==> config.mk <==
export PLATFORM = sky130hd
export DESIGN_NAME = sd_block_scanner
export DESIGN_NICKNAME = d
export VERILOG_FILES = /design/src/rtl/sd_block_scanner.sv
export SDC_FILE = /design/constraint.sdc
export NUM_CORES = 1
export LEC_CHECK = 0
export ABC_AREA = 0
export CAP_MARGIN = 20
export CORE_ASPECT_RATIO = 1.2
export CORE_MARGIN = 2
export CORE_UTILIZATION = 50
export CTS_CLUSTER_DIAMETER = 120
export CTS_CLUSTER_SIZE = 40
export DETAILED_ROUTE_END_ITERATION = 7
export PLACE_DENSITY = 0.82
export SETUP_SLACK_MARGIN = 0.1
export SYNTH_ARGS = -nofsm -noshare
export SYNTH_HDL_FRONTEND = slang
export SYNTH_SLANG_ARGS = --single-unit
==> constraint.sdc <==
create_clock -name clk -period 2.37 [get_ports clk]
set_clock_uncertainty 0.2 [all_clocks]
set_input_delay 0.474 -clock clk [delete_from_list [all_inputs] [get_ports clk]]
set_output_delay 0.474 -clock clk [all_outputs]
set_load 0.005 [all_outputs]
==> src/rtl/sd_block_scanner.sv <==
// sd_block_scanner
// Walks a contiguous range of SD blocks: one read request per block, the 512
// returned bytes land in the shared 512x8 SRAM, and the filled buffer is then
// handed to the downstream consumer through a ready/release handshake.
// The block owns the SRAM address mux; the consumer address is forwarded
// whenever the buffer is not being filled.
module sd_block_scanner #(
  parameter logic [31:0] START_BLK = 32'h2000,
  parameter int          MAX_BLKS  = 1024
) (
  input  logic        clk,
  input  logic        reset_n,
  input  logic        init_finished,
  input  logic        start,
  input  logic        stop,
  output logic        sd_rd_req,
  output logic [31:0] sd_blk_addr,
  input  logic        sd_valid,
  input  logic [7:0]  sd_dout,
  output logic        sram_we,
  output logic [8:0]  sram_addr,
  output logic [7:0]  sram_din,
  input  logic [8:0]  cons_addr,
  output logic        buf_ready,
  output logic [31:0] buf_blk,
  input  logic        buf_release,
  output logic        busy,
  output logic        done,
  output logic        exhausted
);

  // Wide enough to hold MAX_BLKS itself, which is the terminal count.
  localparam int CNT_W = $clog2(MAX_BLKS + 1);

  typedef enum logic [2:0] {
    ST_IDLE,
    ST_REQ,
    ST_FILL,
    ST_READY,
    ST_DONE
  } state_t;

  state_t             state;
  logic [31:0]        blk_addr;
  logic [9:0]         fill_cnt;
  logic [CNT_W-1:0]   blk_cnt;
  logic               stop_lat;
  logic               filling;

  assign filling     = (state == ST_FILL);
  assign sd_blk_addr = blk_addr;

  // NOTE: the SRAM port is a pure mux rather than a register, because a byte
  // must be written in the very cycle sd_valid strobes it; registering it
  // would add a cycle of skew between the data and the fill counter.
  assign sram_we   = filling && sd_valid;
  assign sram_addr = filling ? fill_cnt[8:0] : cons_addr;
  assign sram_din  = filling ? sd_dout : 8'h00;

  // Run sequencer: request, fill, hand off, and decide whether to continue.
  always_ff @(posedge clk or negedge reset_n) begin
    if (!reset_n) begin
      state     <= ST_IDLE;
      blk_addr  <= START_BLK;
      fill_cnt  <= '0;
      blk_cnt   <= '0;
      stop_lat  <= 1'b0;
      sd_rd_req <= 1'b0;
      buf_ready <= 1'b0;
      buf_blk   <= START_BLK;
      busy      <= 1'b0;
      done      <= 1'b0;
      exhausted <= 1'b0;
    end else begin
      // NOTE: non-blocking assignments throughout, so every branch below
      // reads the pre-edge value of the state it is updating.
      if (busy && stop) begin
        stop_lat <= 1'b1;
      end

      case (state)
        ST_IDLE, ST_DONE: begin
          // A stop arriving with the start is deliberately not latched.
          if (start && init_finished) begin
            blk_addr  <= START_BLK;
            blk_cnt   <= '0;
            stop_lat  <= 1'b0;
            done      <= 1'b0;
            exhausted <= 1'b0;
            busy      <= 1'b1;
            sd_rd_req <= 1'b1;
            state     <= ST_REQ;
          end
        end

        ST_REQ: begin
          sd_rd_req <= 1'b0;
          fill_cnt  <= '0;
          state     <= ST_FILL;
        end

        ST_FILL: begin
          // A stop request never truncates the block being filled.
          if (sd_valid) begin
            fill_cnt <= fill_cnt + 10'd1;
            if (fill_cnt == 10'd511) begin
              blk_cnt   <= blk_cnt + 1'b1;
              buf_ready <= 1'b1;
              buf_blk   <= blk_addr;
              state     <= ST_READY;
            end
          end
        end

        ST_READY: begin
          if (buf_release) begin
            buf_ready <= 1'b0;
            if (stop_lat || stop) begin
              done  <= 1'b1;
              busy  <= 1'b0;
              state <= ST_DONE;
            end else if (blk_cnt == CNT_W'(MAX_BLKS)) begin
              done      <= 1'b1;
              exhausted <= 1'b1;
              busy      <= 1'b0;
              state     <= ST_DONE;
            end else begin
              blk_addr  <= blk_addr + 32'd1;
              sd_rd_req <= 1'b1;
              state     <= ST_REQ;
            end
          end
        end

        default: begin
          state <= ST_IDLE;
        end
      endcase
    end
  end

endmodule

Word-level counts from Yosys, hierarchy flattened

Index checks and enable logic that the tools add are counted.

Reduce and logical (&&, ||, !) cells: 20
Multiplexer cells: 44
Add/subtract/negate cells: 3
Equal/unequal tests: 14

Operators by type and width:

| operator                                                          | number |
|---|---|
| 32-bit two-way mux                                                | 4 |
| 32-bit case mux with 2 select lines                               | 1 |
| 11-bit two-way mux                                                | 3 |
| 32-bit by 1-bit adder with 32-bit output (second input constant)  | 1 |
| 11-bit case mux with 2 select lines                               | 1 |
| 10-bit case mux with 2 select lines                               | 1 |
| 1-bit two-way mux                                                 | 19 |
| 3-bit two-way mux                                                 | 6 |
| 4-bit AND reduction                                               | 4 |
| 5-bit AND reduction                                               | 3 |
| 2-bit inequality test (second input constant)                     | 6 |
| 3-bit case mux with 4 select lines                                | 1 |
| 11-bit by 1-bit adder with 11-bit output (second input constant)  | 1 |
| 11-bit == test (second input constant)                            | 1 |
| 10-bit by 1-bit adder with 10-bit output (second input constant)  | 1 |
| 10-bit by 9-bit == test with 1-bit output (second input constant) | 1 |
| 10-bit two-way mux                                                | 1 |
| 9-bit two-way mux                                                 | 1 |
| 8-bit two-way mux                                                 | 1 |
| 1-bit case mux with 2 select lines                                | 4 |
| 2-bit nonzero test                                                | 4 |
| 3-bit by 2-bit == test with 1-bit output (second input constant)  | 2 |
| 3-bit by 1-bit == test with 1-bit output (second input constant)  | 1 |
| 3-bit == test (second input constant)                             | 1 |
| 10 further kinds                                                  | 12 |

Logic and storage cells: 92
Input port bits: 24
Output and inout port bits: 87
Register bits after elaboration: 94

Depth between registers and ports, before layout

Depth after elaboration: 5
Depth in mapped cells: 9
Gate-level depth less buffers: 7

Worst setup path after synthesis

No wires, ideal clock.

Path type: register to output
Start: reg state[0]
End: out sram_addr[0]
Required time: 1.696 ns
Stages on the path, launching flop included: 5
Buffers on the path: 2
Arrival time: 1.455 ns
Slack: 0.241 ns
Cell sequence: dfrtp_1 buf_6 or3b_1 clkbuf_1 mux2_2

Cells in the longest elaborated chain, start to end: 2

RTL lines:

| item                                     | line | RTL |
|---|---|---|
| start, declared                          | 43   | `state_t state;` |
| start signal, assigned                   | 63   | `state <= ST_IDLE;` |
| start signal, assigned                   | 92   | `state <= ST_REQ;` |
| start signal, assigned                   | 99   | `state <= ST_FILL;` |
| 3-bit by 2-bit == test with 1-bit output | 50   | `assign filling = (state == ST_FILL);` |
| 9-bit two-way mux                        | 57   | `assign sram_addr = filling ? fill_cnt[8:0] : cons_addr;` |
| end, declared                            | 21   | `output logic [8:0] sram_addr,` |

Every way passes these cells.

Worst setup path in the final report

Start: reg state[2]
End: out sram_addr[4]

Same word-level chain as after synthesis.

==> metrics list <==
- The flow ran to the end, but the final reports show violations.
- Failing checks: setup timing
* Net switching power: 1.97 mW
- Headroom to the max-slew limit came out at 74.1%.
- The initial antenna violation count was 0.
* Post-synthesis instance area: 4770 um^2
- H-tree depth: 3
- At the end of routability-driven placement, the weighted congestion stood at 0.856.
- Setup violations remaining at the end of the flow were counted as 9.
* Row count: 39
* Worst hold path class: flop to flop
- Share of cells above drive strength 1: 25.1%
- Number of top-level design ports: 111
* Total power density per cell area: 862 nW/um^2
- The count of cells in the finished layout, fillers not included, comes to 831.
- Buffers placed on the I/O ports in this run total 110.
- Counting instances, the worst hold path has a depth of 2.
- Among all cell types in the netlist, the one instantiated most often is sky130_fd_sc_hd__nand2_1.
* TritonCTS clock tree: done
- Effective utilization at floorplan: 50.6%
* Yosys reg bits: 94
* Post-synth EDFFs: 0
* Number of buffers inserted during clock tree synthesis: 9
* CTS sink count: 94
* Wire length per cell: 18.4 um
- In this run, the combinational gates consume 40.8% of the power.
- STA puts the critical path data required time at 1.70 ns.
- Number of hold violations in the final report: 0
- Summing all flip-flop and latch instances after layout gives 2360 um^2.
- The worst register-to-register path has a setup slack of 0 ns.
- Area of the multi-input gates: 2510 um^2
* Warnings, synthesis: 0
- The floorplan step defined a core boundary enclosing 9420 um^2.
- CTS placed an instance of sky130_fd_sc_hd__clkbuf_16 at the clock tree root.
* Fraction of synthesized cell area taken by the top area cell type: 48.3%
- Startpoint type of the worst setup path: flop
- Max frequency: 415 MHz
- Number of DRC violations after detailed routing: 0
- Max rail drop VDD: 659 uV
- The first routing iteration left 348 violations.
- For hold timing, the worst endpoint is buf_blk[13].
- Tightest Pin Transition: 0.386 ns
- Per report_power, the sequential group accounts for 33.8% of the total.
- Once placement finished, the instance area stood at 6420 um^2.
- Net switching is 31.8% of the power.
- The area growth from synthesis to layout is 50.9%.
* RR Endpoint: sd_blk_addr[20]
- Along the worst path, the maximum fanout reaches 5.
- The first global-routing pass estimated 23200 um of wire.
- Fill cells in the final layout number 609.
- Post-Layout Inst Area: 7190 um^2
* Number of nets produced by synthesis: 545
- Using the TritonRoute via totals, the vias-per-cell ratio works out to 5.81.
* Number of max-capacitance violations reported: 0
* Half-perimeter wire length of the detailed placement result: 9710 um
* Maximum number of pins on one net before global-route repair: 39
- Setup repair after global routing could not meet its margin everywhere.
* Kind of end point of the critical path: output pin
- Clock-pin slew was measured on the worst setup and hold paths at 0.07 ns.
- The die is 111 um tall.
* Dpl cells: 789
- Of the synthesized area, sequential elements account for 49.4%.
* Worst hold slack: 0.264 ns
- The synthesized netlist contains 53 unique library cells.
* Setup ws final: -0.0419 ns
* Final nets: 731
- The worst hold path begins at buf_blk[13].
- Commonest cells in the netlist: sky130_fd_sc_hd__nand2_1 (126), sky130_fd_sc_hd__dfrtp_1 (92), sky130_fd_sc_hd__nor2_1 (32), sky130_fd_sc_hd__o21ai_0 (31), sky130_fd_sc_hd__nand3_1 (26)
- The internal portion of the total power is 4.23 mW.
* Worst-Skew Late Latency: 0.35 ns
- Summed over all layers, the routed wires come to 15300 um.
- The die covers 10300 um^2.
- In this run the mean area of a mapped cell was 9.22 um^2.
- Number of global-route vias before repair: 4774
* Post-DRT Antenna Nets: 0
* Relative contribution of the clock network to total power: 25.4%
- For this run, the leading register cell type out of synthesis is sky130_fd_sc_hd__dfrtp_1.
- Subtracting the final worst setup slack from the clock period gives 2.41 ns.
- Share of the cycle needed by the critical path after routing: 102%
* Worst R2R Path Depth: 8
- Total global routing overflow: 0
* Leak: 3.18 nW
- Worst Setup Path Type: flop to output pin
- In the synthesized netlist the async set-or-reset flop fraction comes to 100%.
- In this run the critical register-to-register path is launched from state[1].
- The biggest area contributor in the post-synthesis netlist is sky130_fd_sc_hd__dfrtp_1.
* Accumulated negative setup slack: -0.122 ns
* Top cells by area, synth: sky130_fd_sc_hd__dfrtp_1 (48%), sky130_fd_sc_hd__nand2_1 (9.9%), sky130_fd_sc_hd__o21ai_0 (3.3%)
- STA puts the critical path data arrival time at 1.74 ns.
- Number of search-and-repair iterations in the first detailed-routing pass: 5
* Number of standard cells after synthesis: 517
- Across every metal layer, demand over resource in global routing totals 28.3%.
- Final slew viol count: 0
* Chip width: 93.1 um
* Number of vias after detailed routing: 4824
- No sink is reached through more buffers than the 2 on the longest clock path.
- 0 antenna diodes ended up in the layout.
power groups by stage:
stage                     Combinational [mW]  Clock, mW  Sequential (mW)
after CTS                               2.22       1.58             2.09
final                                   2.53       1.57             2.10
after global placement                  1.85          0             2.09
after floorplan                        0.853          0             2.09
after detailed placement                1.91          0             2.10
after global routing                    2.71       1.66             2.12
state kept, by name, summed over array words and instances, names as in the netlist:
| name | cells |
|---|---|
| exhausted | 1 |
| fill_cnt | 10 |
| busy | 1 |
| done | 1 |
| sd_rd_req | 1 |
| buf_ready | 1 |
| blk_cnt | 11 |
| state | 3 |
| buf_blk | 32 |
| sd_blk_addr | 32 |
| stop_lat | 1 |
per-layer routing:
metal  vias to the layer above  wire length, um  global-route usage, %
li1                       2190                -                      -
met1                      2347             5400                   32.0
met2                       227             8260                   52.0
met3                        60              942                   4.69
met4                         0              659                   11.5
met5                         -                0                      0
worst max path at each step:
stage / start / endpoint / cells after the start
after global placement: buf_release / sd_blk_addr[21] / 7
after CTS: state[0] / sram_addr[3] / 5
after global routing: state[2] / sram_addr[4] / 4
after detailed placement: buf_release / sd_blk_addr[23] / 7
after floorplan: state[0] / sram_addr[0] / 4
final: state[2] / sram_addr[4] / 4
layout make-up:
cell class	instances	share of cell area [%]
inverter	9	0.470
multi-input combinational	395	34.9
clock inverter	6	1.17
clock buffer	10	3.32
timing repair buffer	194	25.3
sequential	94	32.7
tap	123	2.14
metrics by stage:
stage | worst slack [ns] | utilization (%) | power [mW]
after global placement | -0.148 | 68.2 | 3.94
after CTS | -0.118 | 73.3 | 5.88
after global routing | -0.0835 | 76.4 | 6.48
after floorplan | 0.241 | - | 2.95
after detailed placement | -0.218 | 68.2 | 4.01
final | -0.0419 | 76.4 | 6.20
cells in the final DEF, fill, tap and decap left out, drive strengths merged, types with 3 or more instances in the layout:
| master | instances |
|---|---|
| and3 | 9 |
| mux2i | 5 |
| and2 | 9 |
| a21o | 5 |
| xor2 | 8 |
| a22o | 3 |
| clkdlybuf4s50 | 91 |
| o21ai | 31 |
| nand4 | 17 |
| nand4b | 3 |
| xnor2 | 7 |
| nor4 | 9 |
| or3 | 11 |
| nor2 | 32 |
| inv | 10 |
| nand3 | 26 |
| o21a | 6 |
| dfrtp | 92 |
| o211ai | 3 |
| o31ai | 6 |
| buf | 101 |
| nand2 | 126 |
| nor3 | 14 |
| clkinv | 3 |
| or4 | 8 |
| mux2 | 10 |
| ha | 4 |
| clkbuf | 11 |
| a21oi | 20 |
cells by family (layout without fill, tap and decap cells):
kind of cell | Yosys count | count (layout) | synth area share, %
AO/OA/AOI/OAI | 83 | 84 | 11.0
XOR/XNOR | 15 | 15 | 2.76
adder cells (fa/ha/maj) | 4 | 4 | 1.05
buffers and inverters | 29 | 219 | 2.83
flip-flops | 94 | 94 | 49.4
multiplexers | 15 | 15 | 3.41
AND/OR/NAND/NOR | 277 | 277 | 29.5
critical path, stage by stage, from the launching register on:
cell                      delay, ns
sky130_fd_sc_hd__dfrtp_1       0.41
sky130_fd_sc_hd__or3b_4        0.42
sky130_fd_sc_hd__buf_6         0.15
sky130_fd_sc_hd__mux2_4        0.30
sky130_fd_sc_hd__buf_6         0.11
what timing repair did:
item / CTS / global route
endpoints found under the hold margin: 18 / 0
cloned: 2 / 2
gates resized for setup: 107 / 37
setup buffers: 11 / 12
setup endpoints to repair: 21 / 72
hold buffers: 1 / 0
pin swaps: 11 / 18
Note: power is estimated with default switching activity, not from simulation.
==> variant 1, RTL diff (same settings) <==
The parameter `MAX_BLKS` goes from 1024 to 4096.
--- a/src/rtl/sd_block_scanner.sv
+++ b/src/rtl/sd_block_scanner.sv
@@ -6,7 +6,7 @@
 // whenever the buffer is not being filled.
 module sd_block_scanner #(
   parameter logic [31:0] START_BLK = 32'h2000,
-  parameter int          MAX_BLKS  = 1024
+  parameter int          MAX_BLKS  = 4096
 ) (
   input  logic        clk,
   input  logic        reset_n,
Function: same outputs for any inputs over 10 cycles, from zero or initial values and one cycle with reset_n low; that may be too few to reach the edited logic, so the function may still have changed.
==> variant 1 against the unedited design <==
- sequential cell count is 2 higher
- power down 3.7%
- global-route usage shrank 0.91 points
- the run still ends with negative setup slack left
- worst setup slack improved by 18 ps
- wire length grew 7.9%
- area after synthesis grew 1.9%
- design area up 4.3%
- register-to-register slack better by 20 ps
==> variant 1: results (changes against the unedited design) <==
| Metric | Value |
|---|---|
| Post-route setup slack | -24.00 ps (+17.87 ps) |
| Largest delay contributor family on the critical path | buffers and inverters |
| HPWL reported at the end of detailed placement | 9145 um (-5.9%) |
| Reg-to-Reg Start | state[2] |
| Leakage | 3.344 nW (+5.0%) |
| Cell total after placement | 752 (-4.7%) |
| Run status | finished with violations |
| Share of synthesized area spent on multiplexers | 7.415% (+4.0 points) |
| Global-route wire length before repair | 22780 um (-1.6%) |
| Violated checks | negative setup slack |
| Final-stage net count | 710 (-2.9%) |
| Mapped Nets | 521 (-4.4%) |
| Average routed wire per standard cell | 20.36 um (+11%) |
| Smallest hold slack | 303.8 ps (+40.14 ps) |
| Mapped Avg Cell Area | 9.857 um2 (+6.9%) |
| Accumulated negative setup slack | -30.78 ps (+91.27 ps) |
| Worst R2R End | sd_blk_addr[30] |
| Via count of the first global-routing pass | 4735 (-0.82%) |
| Final setup fails | 2 (-7) |
| Weighted congestion reported at the end of routability-driven placement | 0.9124 (+6.6%) |
| Switching fraction of total power | 32.69% (+0.92 points) |
| Crit path arrival time | 1720 ps (-20 ps) |
| Peak supply drop | 500.1 uV (-24%) |
| Global-route usage over all layers | 27.38% (-0.91 points) |
| Via-per-instance ratio | 6.130 (+5.6%) |
| Worst hold path depth | 1 (-1) |
| Dominant cells by area after synthesis | sky130_fd_sc_hd__dfrtp_1 48%, sky130_fd_sc_hd__mux2_2 7.4%, sky130_fd_sc_hd__nand2_1 4.6%, sky130_fd_sc_hd__o21ai_0 4.2%, sky130_fd_sc_hd__nor2_1 3.0% |
| Maximum fanout along the worst path | 4 (-1) |
| DRC marker count from the first detailed-route iteration | 382 (+9.8%) |
| Post-Layout Cell Count | 809 (-2.6%) |
variant 1: changes by cell type in the layout (fill, tap and decap cells not counted), moves of 7 or more:
| cell | before | now |
|---|---|---|
| sky130_fd_sc_hd__nor4_4 | 2 | 9 |
| sky130_fd_sc_hd__a31oi_1 | 1 | 17 |
| sky130_fd_sc_hd__buf_6 | 21 | 29 |
| sky130_fd_sc_hd__nand2_2 | 1 | 9 |
| sky130_fd_sc_hd__and2_1 | 2 | 10 |
| sky130_fd_sc_hd__mux2_2 | 9 | 32 |
| sky130_fd_sc_hd__nand2_1 | 124 | 48 |
| sky130_fd_sc_hd__or3_1 | 11 | 2 |
variant 1: area by class of cell:
cell class	instances	area, um2
clock buffer	10	239.0
clock inverter	5	57.56
fill	553	1966
inverter	7	26.28
multi-input combinational	363	2641
sequential	96	2409
tap	123	153.9
timing repair buffer	205	1974
variant 1: power by group through the flow:
stage	sequential [W]	clock, W	combinational (W)
floorplan	0.00188	0	0.000764
global placement	0.00190	0	0.00159
detailed placement	0.00191	0	0.00164
CTS	0.00188	0.00148	0.00215
global route	0.00192	0.00156	0.00274
finish	0.00191	0.00148	0.00258
variant 1: repair_timing:
item	in CTS	in global routing
setup endpoints to repair	47	86
setup buffers	17	19
gates cloned	3	3
hold endpoints to repair	36	0
resized for setup	112	60
pin swaps	12	38
hold buffers	1	0
variant 1: worst max path at each step:
stage / slack (ps) / start / to
6_report: -20 / state[2] / sram_addr[7]
5_1_grt: -90 / state[2] / sram_addr[7]
4_1_cts: -20 / state[2] / sram_addr[7]
3_5_place_dp: -330 / stop / sd_blk_addr[26]
3_3_place_gp: -270 / stop / sd_blk_addr[16]
2_1_floorplan: 110 / blk_cnt[0] / sd_blk_addr[27]
variant 1: kinds of logic after synthesis:
group | Yosys count
AO/OA/AOI/OAI | 111
buffers and inverters | 34
flip-flops | 96
XOR/XNOR | 13
adder cells (fa/ha/maj) | 4
AND/OR/NAND/NOR | 203
multiplexers | 32
variant 1: metrics by stage:
step | utilization [%] | cell area [um2]
floorplan | - | 4860
global placement | 68.04 | 6441
detailed placement | 68.04 | 6441
CTS | 74.11 | 7015
global route | 79.24 | 7501
finish | 79.24 | 7501
variant 1: worst reg2reg max path, delay by kind of cell (launching register included):
family	cells	cell delay [ps]
compound gates	2	250
buf+inv	4	670
simple gates	3	720
flops	1	430
variant 1: routing by layer:
layer  GRT usage [%]  vias to the layer above  wire [um]
li1                -                     2178          -
met3           4.060                       71        864
met2           48.05                      260       8747
met1           32.51                     2450       6047
met5               0                        -          0
met4           13.14                        0        812
==> variant 2, RTL diff (same flow settings) <==
Without the edit above. Re-encode `state_t` (5 states) as one-hot, 5 bits wide.
--- a/src/rtl/sd_block_scanner.sv
+++ b/src/rtl/sd_block_scanner.sv
@@ -32,12 +32,12 @@
   // Wide enough to hold MAX_BLKS itself, which is the terminal count.
   localparam int CNT_W = $clog2(MAX_BLKS + 1);
 
-  typedef enum logic [2:0] {
-    ST_IDLE,
-    ST_REQ,
-    ST_FILL,
-    ST_READY,
-    ST_DONE
+  typedef enum logic [4:0] {
+    ST_IDLE  = 5'b00001,
+    ST_REQ   = 5'b00010,
+    ST_FILL  = 5'b00100,
+    ST_READY = 5'b01000,
+    ST_DONE  = 5'b10000
   } state_t;
 
   state_t             state;
Check against the original RTL: no difference found for any inputs over 10 cycles, from zero or initial values and one cycle with reset_n low; not proved beyond that.
==> variant 2 against the unedited design <==
- the flow still finishes with violations (negative setup slack)
- worst setup slack better by 13 ps
- maximum frequency up 0.55%
- sequential cell count up 2
- wire length down 5.4%
- area after synthesis up 1.4%
- largest cell class unchanged
- non-clock buffer count down 17
- design area down 2.2%
- critical path type unchanged
- synthesized cell count up 6.0%
- hold slack better by 11 ps
Power is not compared: it rests on default switching activity, and its combinational part moved more than twofold at a synthesized area within 25%.
==> variant 2: results (changes against the unedited design) <==
| Metric | Value |
|---|---|
| Global-route wire length before repair | 22990 um (-0.72%) |
| Clk slew on worst S/H paths | 70 ps (about the same) |
| Weighted congestion reported at the end of routability-driven placement | 0.8389 (-2.0%) |
| Distinct cell type count after synthesis | 60 (+13%) |
| DRC marker count from the first detailed-route iteration | 345 (-0.86%) |
| Largest delay contributor family on the critical path | flip-flops |
| Buffers on Ports | 110 (unchanged) |
| Adder-cell area share of the yosys netlist | 1.035% (-0.014 points) |
| Mapped Nets | 576 (+5.7%) |
| Number of vias in the routed layout | 4957 (+2.8%) |
| Rel. slew slack | 61.90% (-12 points) |
| Share of synthesized area spent on multiplexers | 0.6470% (-2.8 points) |
| Cell at the slowest stage of the critical path | sky130_fd_sc_hd__dfrtp_1 |
| Xor and xnor area share after synthesis | 1.630% (-1.1 points) |
| Total inserted antenna cells | 0 (unchanged) |
| Worst hold path depth | 2 (unchanged) |
| Most frequent cells after synthesis | 153 x sky130_fd_sc_hd__nand2_1, 93 x sky130_fd_sc_hd__dfrtp_1, 46 x sky130_fd_sc_hd__o21ai_0, 29 x sky130_fd_sc_hd__nand3_1, 28 x sky130_fd_sc_hd__nor2_1 |
| Violated checks | negative setup slack |
| Total congestion overflow | 0 (unchanged) |
| Final-stage net count | 740 (+1.2%) |
| Depth of the worst register-to-register path | 7 (-1) |
| Complex-gate fraction of the synthesized area | 14.47% (+3.4 points) |
| Accumulated negative setup slack | -49.93 ps (+72.12 ps) |
| Launch point of the worst path | state[4] |
| Via count of the first global-routing pass | 4805 (+0.65%) |
| Global-route usage over all layers | 27.39% (-0.89 points) |
| Share of post-route cells with drive strength above 1 | 20.92% (-4.2 points) |
| HPWL reported at the end of detailed placement | 9740 um (+0.26%) |
| Critical Path Max Stage Delay | 490 ps (+70 ps) |
| Sequential fraction of the synthesis area | 49.77% (+0.38 points) |
| Largest net degree at the start of global routing | 47 (+21%) |
| Start point of the worst hold path | buf_blk[20] |
| Maximum fanout along the worst path | 4 (-1) |
| Root buf cell | sky130_fd_sc_hd__clkbuf_16 |
| Average routed wire per standard cell | 17.18 um (-6.4%) |
| Leakage | 3.196 nW |
| Final setup fails | 2 (-7) |
| Post-route setup slack | -28.69 ps (+13.18 ps) |
| Run status | finished with violations |
| Reg-to-Reg Start | blk_cnt[0] |
| Cell area reported after detailed placement | 0.006404 mm2 (-0.27%) |
| Dominant cells by area after synthesis | sky130_fd_sc_hd__dfrtp_1 48%, sky130_fd_sc_hd__nand2_1 12%, sky130_fd_sc_hd__o21ai_0 4.8%, sky130_fd_sc_hd__nand3_1 3.0%, sky130_fd_sc_hd__nor2_1 2.2% |
==> variant 2: cell count changes after synthesis, sizes merged, moves of 5 or more <==
cell	delta
nand2	+29
o21ai	+17
a31oi	+10
mux2	-9
nand4	-7
or3	-6
or4	-5
==> variant 2: where the power goes <==
group | leakage [nW] | switching (W) | internal [W]
registers | 1.32 | 0.0000510 | 0.00169
logic | 1.71 | 0.000394 | 0.000376
clock network | 0.165 | 0.000617 | 0.000980
==> variant 2: per-layer routing <==
layer | routed length [um] | part of all wire (%) | GRT usage (%) | vias to the layer above
li1 | - | - | - | 2257
met1 | 5504 | 38 | 33.90 | 2407
met2 | 7645 | 53 | 46.71 | 248
met3 | 858 | 5.9 | 4.263 | 45
met4 | 423 | 2.9 | 12.66 | 0
met5 | 0 | 0 | 0 | -
==> variant 2: what timing repair did <==
item / 4_1_cts / 5_1_grt
pin swaps: 7 / 17
cloned: 1 / 1
gates resized for setup: 61 / 56
hold endpoints to repair: 30 / 0
setup endpoints to repair: 25 / 29
hold buffers: 1 / 0
setup buffers: 5 / 9
==> variant 2: area by class of cell <==
class                   instances  area [um2]
clock buffers                  11       252.7
clock inverters                 5       78.83
fillers                       649        2429
inverters                      12       45.04
multi-input cells             416        2481
flip-flops and latches         96        2407
well taps                     123       153.9
repair buffers                177        1619
==> variant 2: logic make-up (layout without fill, tap and decap cells) <==
kind of cell	count (synthesis)	after routing
flip-flops	96	96
AND/OR/NAND/NOR	289	289
AO/OA/AOI/OAI	111	111
XOR/XNOR	9	9
buffers and inverters	36	205
adder cells (fa/ha/maj)	4	4
multiplexers	3	3
==> variant 2: stage by stage <==
stage | setup slack (ps) | instances
after CTS | -11.65 | 830
after detailed placement | -53.47 | 807
after global routing | -81.65 | 840
after global placement | 5.890 | 807
after floorplan | 186.8 | 548
final | -28.69 | 840
==> variant 2: tightest hold or removal path: stages, from the launching register on <==
cell                      delay [ps]
sky130_fd_sc_hd__dfrtp_1         340
sky130_fd_sc_hd__nand2_1          50
sky130_fd_sc_hd__nand2_1          50
==> variant 2: final timing paths <==
| check | to | slack, ps |
|---|---|---|
| worst max-delay path | sram_addr[2] | -30 |
| worst min-delay path | buf_blk[20] | 270 |
| worst max register to register | sd_blk_addr[19] | 110 |
| worst min register to register | buf_blk[20] | 270 |
| max in group asynchronous | state[0] | 860 |
| min in group asynchronous | buf_blk[17] | 430 |
